[src/rtl/scan_decoder.sv]
// Select decoder with direct and auto-scan modes.
// Drives a registered one-hot (or one-cold) select, the current index and a wrap pulse.
module scan_decoder #(
  parameter int SEL_WIDTH  = 2,
  parameter int DWELL      = 4,
  parameter bit ACTIVE_LOW = 1'b0
) (
  input  logic                        Clock,
  input  logic                        Reset_n,
  input  logic                        Enable,
  input  logic                        Mode,
  input  logic [SEL_WIDTH-1:0]        Decoder_Input,
  input  logic [SEL_WIDTH-1:0]        Last_Index,
  output logic [(1<<SEL_WIDTH)-1:0]   Decoder_Output,
  output logic [SEL_WIDTH-1:0]        Index,
  output logic                        Wrap
);

  localparam int OUT_WIDTH = 1 << SEL_WIDTH;
  localparam int CNT_WIDTH = (DWELL > 1) ? $clog2(DWELL) : 1;
  localparam logic [CNT_WIDTH-1:0] DWELL_LAST = CNT_WIDTH'(DWELL - 1);
  localparam logic [OUT_WIDTH-1:0] INACTIVE   = {OUT_WIDTH{ACTIVE_LOW}};

  typedef enum logic [1:0] {
    IDLE   = 2'd0,
    DIRECT = 2'd1,
    SCAN   = 2'd2
  } state_t;

  state_t                 state_reg, state_next;
  logic [SEL_WIDTH-1:0]   index_reg, index_next;
  logic [CNT_WIDTH-1:0]   dwell_reg, dwell_next;
  logic                   wrap_reg, wrap_next;
  logic [OUT_WIDTH-1:0]   out_reg, out_next, onehot_next;

  always_ff @(posedge Clock or negedge Reset_n) begin
    if (!Reset_n) begin
      state_reg <= IDLE;
      index_reg <= '0;
      dwell_reg <= '0;
      wrap_reg  <= 1'b0;
      out_reg   <= INACTIVE;
    end else begin
      state_reg <= state_next;
      index_reg <= index_next;
      dwell_reg <= dwell_next;
      wrap_reg  <= wrap_next;
      out_reg   <= out_next;
    end
  end

  always_comb begin
    state_next = IDLE;
    index_next = index_reg;
    dwell_next = '0;
    wrap_next  = 1'b0;
    if (!Enable) begin
      state_next = IDLE;
    end else if (!Mode) begin
      state_next = DIRECT;
      index_next = Decoder_Input;
    end else begin
      state_next = SCAN;
      if (state_reg != SCAN) begin
        // Coming from DIRECT restarts the sweep; coming from IDLE resumes it.
        if (state_reg == DIRECT) begin
          index_next = '0;
        end
      end else if (dwell_reg == DWELL_LAST) begin
        // A ">=" wrap also catches Last_Index lowered beneath the live index.
        if (index_reg < Last_Index) begin
          index_next = index_reg + 1'b1;
        end else begin
          index_next = '0;
          wrap_next  = 1'b1;
        end
      end else begin
        dwell_next = dwell_reg + 1'b1;
      end
    end
  end

  genvar gi;
  generate
    for (gi = 0; gi < OUT_WIDTH; gi++) begin : g_decode
      assign onehot_next[gi] = (state_next != IDLE) && (index_next == SEL_WIDTH'(gi));
    end
  endgenerate

  assign out_next       = ACTIVE_LOW ? ~onehot_next : onehot_next;
  assign Decoder_Output = out_reg;
  assign Index          = index_reg;
  assign Wrap           = wrap_reg;

endmodule

[config.mk]
export PLATFORM = sky130hd
export DESIGN_NAME = scan_decoder
export DESIGN_NICKNAME = d
export VERILOG_FILES = /design/src/rtl/scan_decoder.sv
export SDC_FILE = /design/constraint.sdc
export NUM_CORES = 1
export LEC_CHECK = 0
export ABC_AREA = 1
export BUFFER_PORTS_ARGS = -buffer_cell sky130_fd_sc_hd__buf_2
export CAP_MARGIN = 20
export CELL_PAD_IN_SITES_DETAIL_PLACEMENT = 1
export CELL_PAD_IN_SITES_GLOBAL_PLACEMENT = 2
export CORE_MARGIN = 4
export CORE_UTILIZATION = 29
export DETAILED_ROUTE_END_ITERATION = 8
export PLACE_DENSITY_LB_ADDON = 0.08
export SLEW_MARGIN = 15
export SYNTH_ARGS = -nofsm -noshare
export SYNTH_HDL_FRONTEND = slang
export SYNTH_SLANG_ARGS = --single-unit
[constraint.sdc]
create_clock -name Clock -period 2.9 [get_ports Clock]
set_input_delay 0.29 -clock Clock [delete_from_list [all_inputs] [get_ports Clock]]
set_output_delay 0.29 -clock Clock [all_outputs]
set_load 0.01 [all_outputs]
* Word-level counts from Yosys, hierarchy flattened
Index checks and enable logic that the tools add are counted.
Operators by class: shifts and indexed selects 0, multiply operators 0, magnitude comparators 1, eq/ne operators 6, mux-type cells 17, bitwise operators 0, reductions and logical operators 6, divide/modulo/power cells 0, add/sub/neg operators 2
Operator list (count):
- two-way mux 2 bit | 12
- equality test 2 bit (second input constant) | 3
- two-way mux 1 bit | 5
- adder 2 x 1 -> 2 bit (second input constant) | 2
- equality test 2 x 1 -> 1 bit (second input constant) | 2
- logical AND 1 bit | 4
- logical NOT 2 bit | 1
- less-than comparator 2 bit | 1
- inequality test 2 bit (second input constant) | 1
- nonzero test 2 bit | 1
Word-level totals: memories 0, RAM bits 0, bits in read-only memories 0, output and inout port bits 7, bits in latches 0, bits in registers 11

* Depth between registers and ports, before layout
word-level depth 8, gate-level depth with buffers 10, depth with buffers taken out 10

* Worst setup path after synthesis
Ideal clock, no wire load.
path type reg2reg, start register index_reg[1], in the netlist Index[1], end register out_reg[0], in the netlist Decoder_Output[0], setup slack 1.625 ns, data required time 2.787 ns, cell stages (with the launch flop) 10, arrival 1.162 ns, path buffers 0, setup time 0.113 ns, cells stage by stage dfrtp_1 > ha_1 > nand2_1 > nand2_2 > nand2_2 > nand2_2 > nand2_2 > nand2_2 > nand2_1 > inv_1
On the way: word-level cells in the longest chain between the ends 8, elaborated cells on any way between the ends 10, classes of those cells add/sub: 1; order compare: 1; mux: 6; reduce/logical: 2
Ends and longest elaborated chain:
- start: declaration | line 31 | logic [SEL_WIDTH-1:0] index_reg, index_next;
- start signal: assignment | line 45 | index_reg <= index_next;
- adder 2 x 1 -> 2 bit / less-than comparator 2 bit (equally long branches) | line 72, 71
- two-way mux 2 bit | line 71 | if (index_reg < Last_Index) begin
- two-way mux 2 bit | line 69 | end else if (dwell_reg == DWELL_LAST) begin
- two-way mux 2 bit | line 64 | if (state_reg != SCAN) begin
- two-way mux 2 bit | line 59 | end else if (!Mode) begin
- two-way mux 2 bit (*) | line 57 | if (!Enable) begin
- logical NOT 2 bit (*) | line 86 | assign onehot_next[gi] = (state_next != IDLE) && (index_next == SEL_WIDTH'(gi));
- logical AND 1 bit (*) | line 86
- via onehot_next[0] | line 34 | logic [OUT_WIDTH-1:0] out_reg, out_next, onehot_next;
- end signal: assignment | line 48 | out_reg <= out_next;
- end: declaration | line 34
Mark *: on every way through the listed nets, which the timed path passes. The rest lies on a longest branch.

* Final worst setup path
start register index_reg[1], in the netlist Index[1], end register out_reg[3], in the netlist Decoder_Output[3]
On the way: word-level cells in the longest chain between the ends 8, elaborated cells on any way between the ends 10, classes of those cells add/sub: 1; order compare: 1; eq/ne: 1; mux: 6; reduce/logical: 1
Ends and longest elaborated chain (line):
- adder 2 x 1 -> 2 bit / less-than comparator 2 bit (equally long branches) | 72, 71
- two-way mux 2 bit | 71
- two-way mux 2 bit | 69
- two-way mux 2 bit | 64
- two-way mux 2 bit | 59
- two-way mux 2 bit (*) | 57
- equality test 2 bit (*) | 86
- logical AND 1 bit (*) | 86
- via onehot_next[3] | 34
Marks and branches as above.

==> results_dict.tcl <==
set metrics [dict create \
    criticalPathCategory "reg -> reg" \
    vias_post_dr 489 \
    area_of_the_core_mm2 0.00180 \
    clockRootBuffer "clkbuf_4" \
    fmaxAchievable_mhz 731 \
    initial_core_utilization_pct 31.6 \
    cts.sink_count 11 \
    timing.critical_path.from_type "register" \
    timing.final.hold_violations 0 \
    post-route-period-util_pct 47.2 \
    critical_path.slowest_cell "dfrtp_1" \
    num_antenna_cells 0 \
    critical_path.reg2reg.endpoint "Decoder_Output[3]$_DFF_PN0_" \
    ys_seq_area_share_pct 48.4 \
    setup_repair_after_global_routing_missed_its_margin "no" \
    place_hpwl_um 1000 \
    dr_wl_met2_um 573 \
    placement.cell_area_um2 671 \
    setup_violations 0 \
    total_of_hold_buffers_inserted_after_clock_tree_synthesis 1 \
    worstPathCellList "ha_1, nand2_1, nand2_2, nand2_2, nand2_2, nand2_2, nand3_1, nor2_1" \
    outcome "completed" \
    required_ps 3110 \
    setup.worst_path.end_class "register" \
    synth_largest_type_area_fraction_pct 48.4 \
    max_slew.worst_pin.slew_ps 256 \
    worst_reg2reg_path_startpoint "Index[1]$_DFF_PN0_" \
    die_area_mm2 0.00274 \
    met3RoutedLength_um 37 \
    post_route_cells_drive_above_1_share_pct 39.1 \
    min-delay-path-class "in -> reg" \
    post_synth_inst_count 73 \
    cpMostUsedCell "nand2_2" \
    m1WireLength_um 586 \
    die_y_um 52.3 \
    synthesis.nets 83 \
    cap_violations 0 \
    wire_per_inst_um 10.5 \
    number_of_buffers_inserted_by_post_cts_setup_repair 0 \
    vias_in_the_first_global_route 512 \
    worst_ep_arrival_time_ps 1580 \
    drtIter0Drc 15 \
    ant_nets 0 \
    whs_path_depth 2 \
    worst_hold_start "Mode" \
    route.detailed.vias_per_inst 4.18 \
    power.density_mw_per_mm2 498 \
    cts-buffers-inserted 3 \
    flow.area_growth_from_synthesis_pct 24.2 \
    drc_errors 0 \
    synth.top_cells.by_area "dfrtp_1 (48%), nand2_1 (11%), nand2_2 (8.8%)" \
    ff2ff_setup_slack_ps 1530 \
    power.leakage_nw 0.408 \
    yosys.area.top_type "dfrtp_1" \
    whs_ps 196 \
    maxSlewViolCount 0 \
    hold-path-endpoint "state_reg[0]$_DFF_PN0_" \
    grt_remaining_overflow 0 \
    synth.avg_cell_area_um2 7.80 \
    drt_pre_antenna_iters 4 \
    maxUsedRoutingLayer "met4" \
    synth.distinct_cells 12 \
    worst_reg2reg_path_depth 8 \
    clk-insertion-delay-late_ps 280 \
    yosysWarningCount 0 \
    totalWireLength_um 1230 \
    final_net_count 103 \
    cts-root-to-sink-buffers 2 \
    placementRows 15 \
    setup_tns_ps 0 \
    finalWeightedCongestion 0.728 \
    worstPathMaxFanout 6 \
    io_pins 15 \
    antenna_found_initial 0 \
    quantity_of_gates_resized_following_cts 0 \
    finalWorstPathRequiredPeriod_ps 1370 \
    post_synth_instance_area_um2 569 \
    groute.usage.overall_pct 11.0 \
    clk_pin_slew_ps 80 \
    slowest_delay_ps 450 \
    largest_net_degree_at_the_start_of_global_routing 12 \
    largest_register_ffs 4 \
    grt_first_pass_wirelength_um 2180 \
    synth-seq-cells 11 \
    worst_ir_drop_vdd_mv 0.239 \
    place.port_buffers 14 \
    timing.max_slew.rel_slack_pct 82.9 \
    cts_tree "built" \
    final.setup_skew_ps 6.29 \
    postLayoutCellArea_um2 707 \
    dieWidth_um 52.3 \
    cts-htree-levels 1 \
]
-- critical path, delay by kind of cell, from the launching register on --
kind | cells | cell delay (ps)
adder cells (fa/ha/maj) | 1 | 290
flip-flops | 1 | 450
AND/OR/NAND/NOR | 7 | 550
-- area by class of cell --
cell class / count / area [um^2]
multi-input cells: 45 / 230
inverters: 17 / 63.8
well taps: 25 / 31.3
clock buffers: 4 / 26.3
flip-flops and latches: 11 / 275
fillers: 249 / 1090
repair buffers: 15 / 80.1
-- layer usage --
| metal | global-route usage, % | vias to the layer above |
|---|---|---|
| li1 | - | 250 |
| met1 | 13.7 | 223 |
| met2 | 17.1 | 14 |
| met3 | 2.56 | 2 |
| met4 | 6.38 | 0 |
| met5 | 0 | - |
-- cells in the final DEF (no fill, tap or decap) --
cell	instances
nand2_1	16
buf_2	14
dfrtp_1	11
inv_1	11
nand2_2	8
nor2_1	7
inv_2	6
nor2_2	4
nand3_1	4
clkbuf_4	3
nor3_1	2
ha_1	2
a21oi_2	1
a21oi_1	1
clkbuf_1	1
dlygate4sd3_1	1
-- cells by family (layout without fill, tap and decap cells) --
kind of cell    after synthesis  count (layout)  synth area share (%)
compound gates                2               2                  2.42
fa+ha+maj                     2               2                  4.39
buf+inv                      17              36                  11.2
flops                        11              11                  48.4
simple gates                 41              41                  33.6
-- synthesized netlist by cell type (all sizes together) --
library cell	instances
a21oi	2
dfrtp	11
ha	2
inv	17
nand2	24
nand3	4
nor2	11
nor3	2
-- stage by stage --
step | setup slack (ps) | power (mW) | util (%) | std cells
after floorplan | 1620 | 0.218 | - | 73
after global placement | 1530 | 0.246 | 37.2 | 112
after detailed placement | 1520 | 0.247 | 37.2 | 112
after CTS | 1500 | 0.359 | 39.2 | 117
after global routing | 1410 | 0.378 | 39.2 | 117
final | 1530 | 0.352 | 39.2 | 117
-- how the worst max path moves through the flow --
| stage | from | endpoint | depth (start not counted) |
|---|---|---|---|
| after global placement | Index[1]$_DFF_PN0_ | Decoder_Output[0]$_DFF_PN0_ | 9 |
| after detailed placement | Index[1]$_DFF_PN0_ | Decoder_Output[2]$_DFF_PN0_ | 8 |
| final | Index[1]$_DFF_PN0_ | Decoder_Output[3]$_DFF_PN0_ | 8 |
| after global routing | dwell_reg[0]$_DFF_PN0_ | Decoder_Output[3]$_DFF_PN0_ | 8 |
| after CTS | Index[1]$_DFF_PN0_ | Decoder_Output[2]$_DFF_PN0_ | 8 |
| after floorplan | Index[1]$_DFF_PN0_ | Decoder_Output[0]$_DFF_PN0_ | 9 |
-- power by group --
| part | switching (mW) | leakage (nW) | internal [mW] |
|---|---|---|---|
| clock network | 0.0564 | 0.0150 | 0.0534 |
| registers | 0.0104 | 0.143 | 0.164 |
| logic | 0.0415 | 0.250 | 0.0269 |
| total | 0.108 | 0.408 | 0.244 |
(Power assumes the default switching activity.)
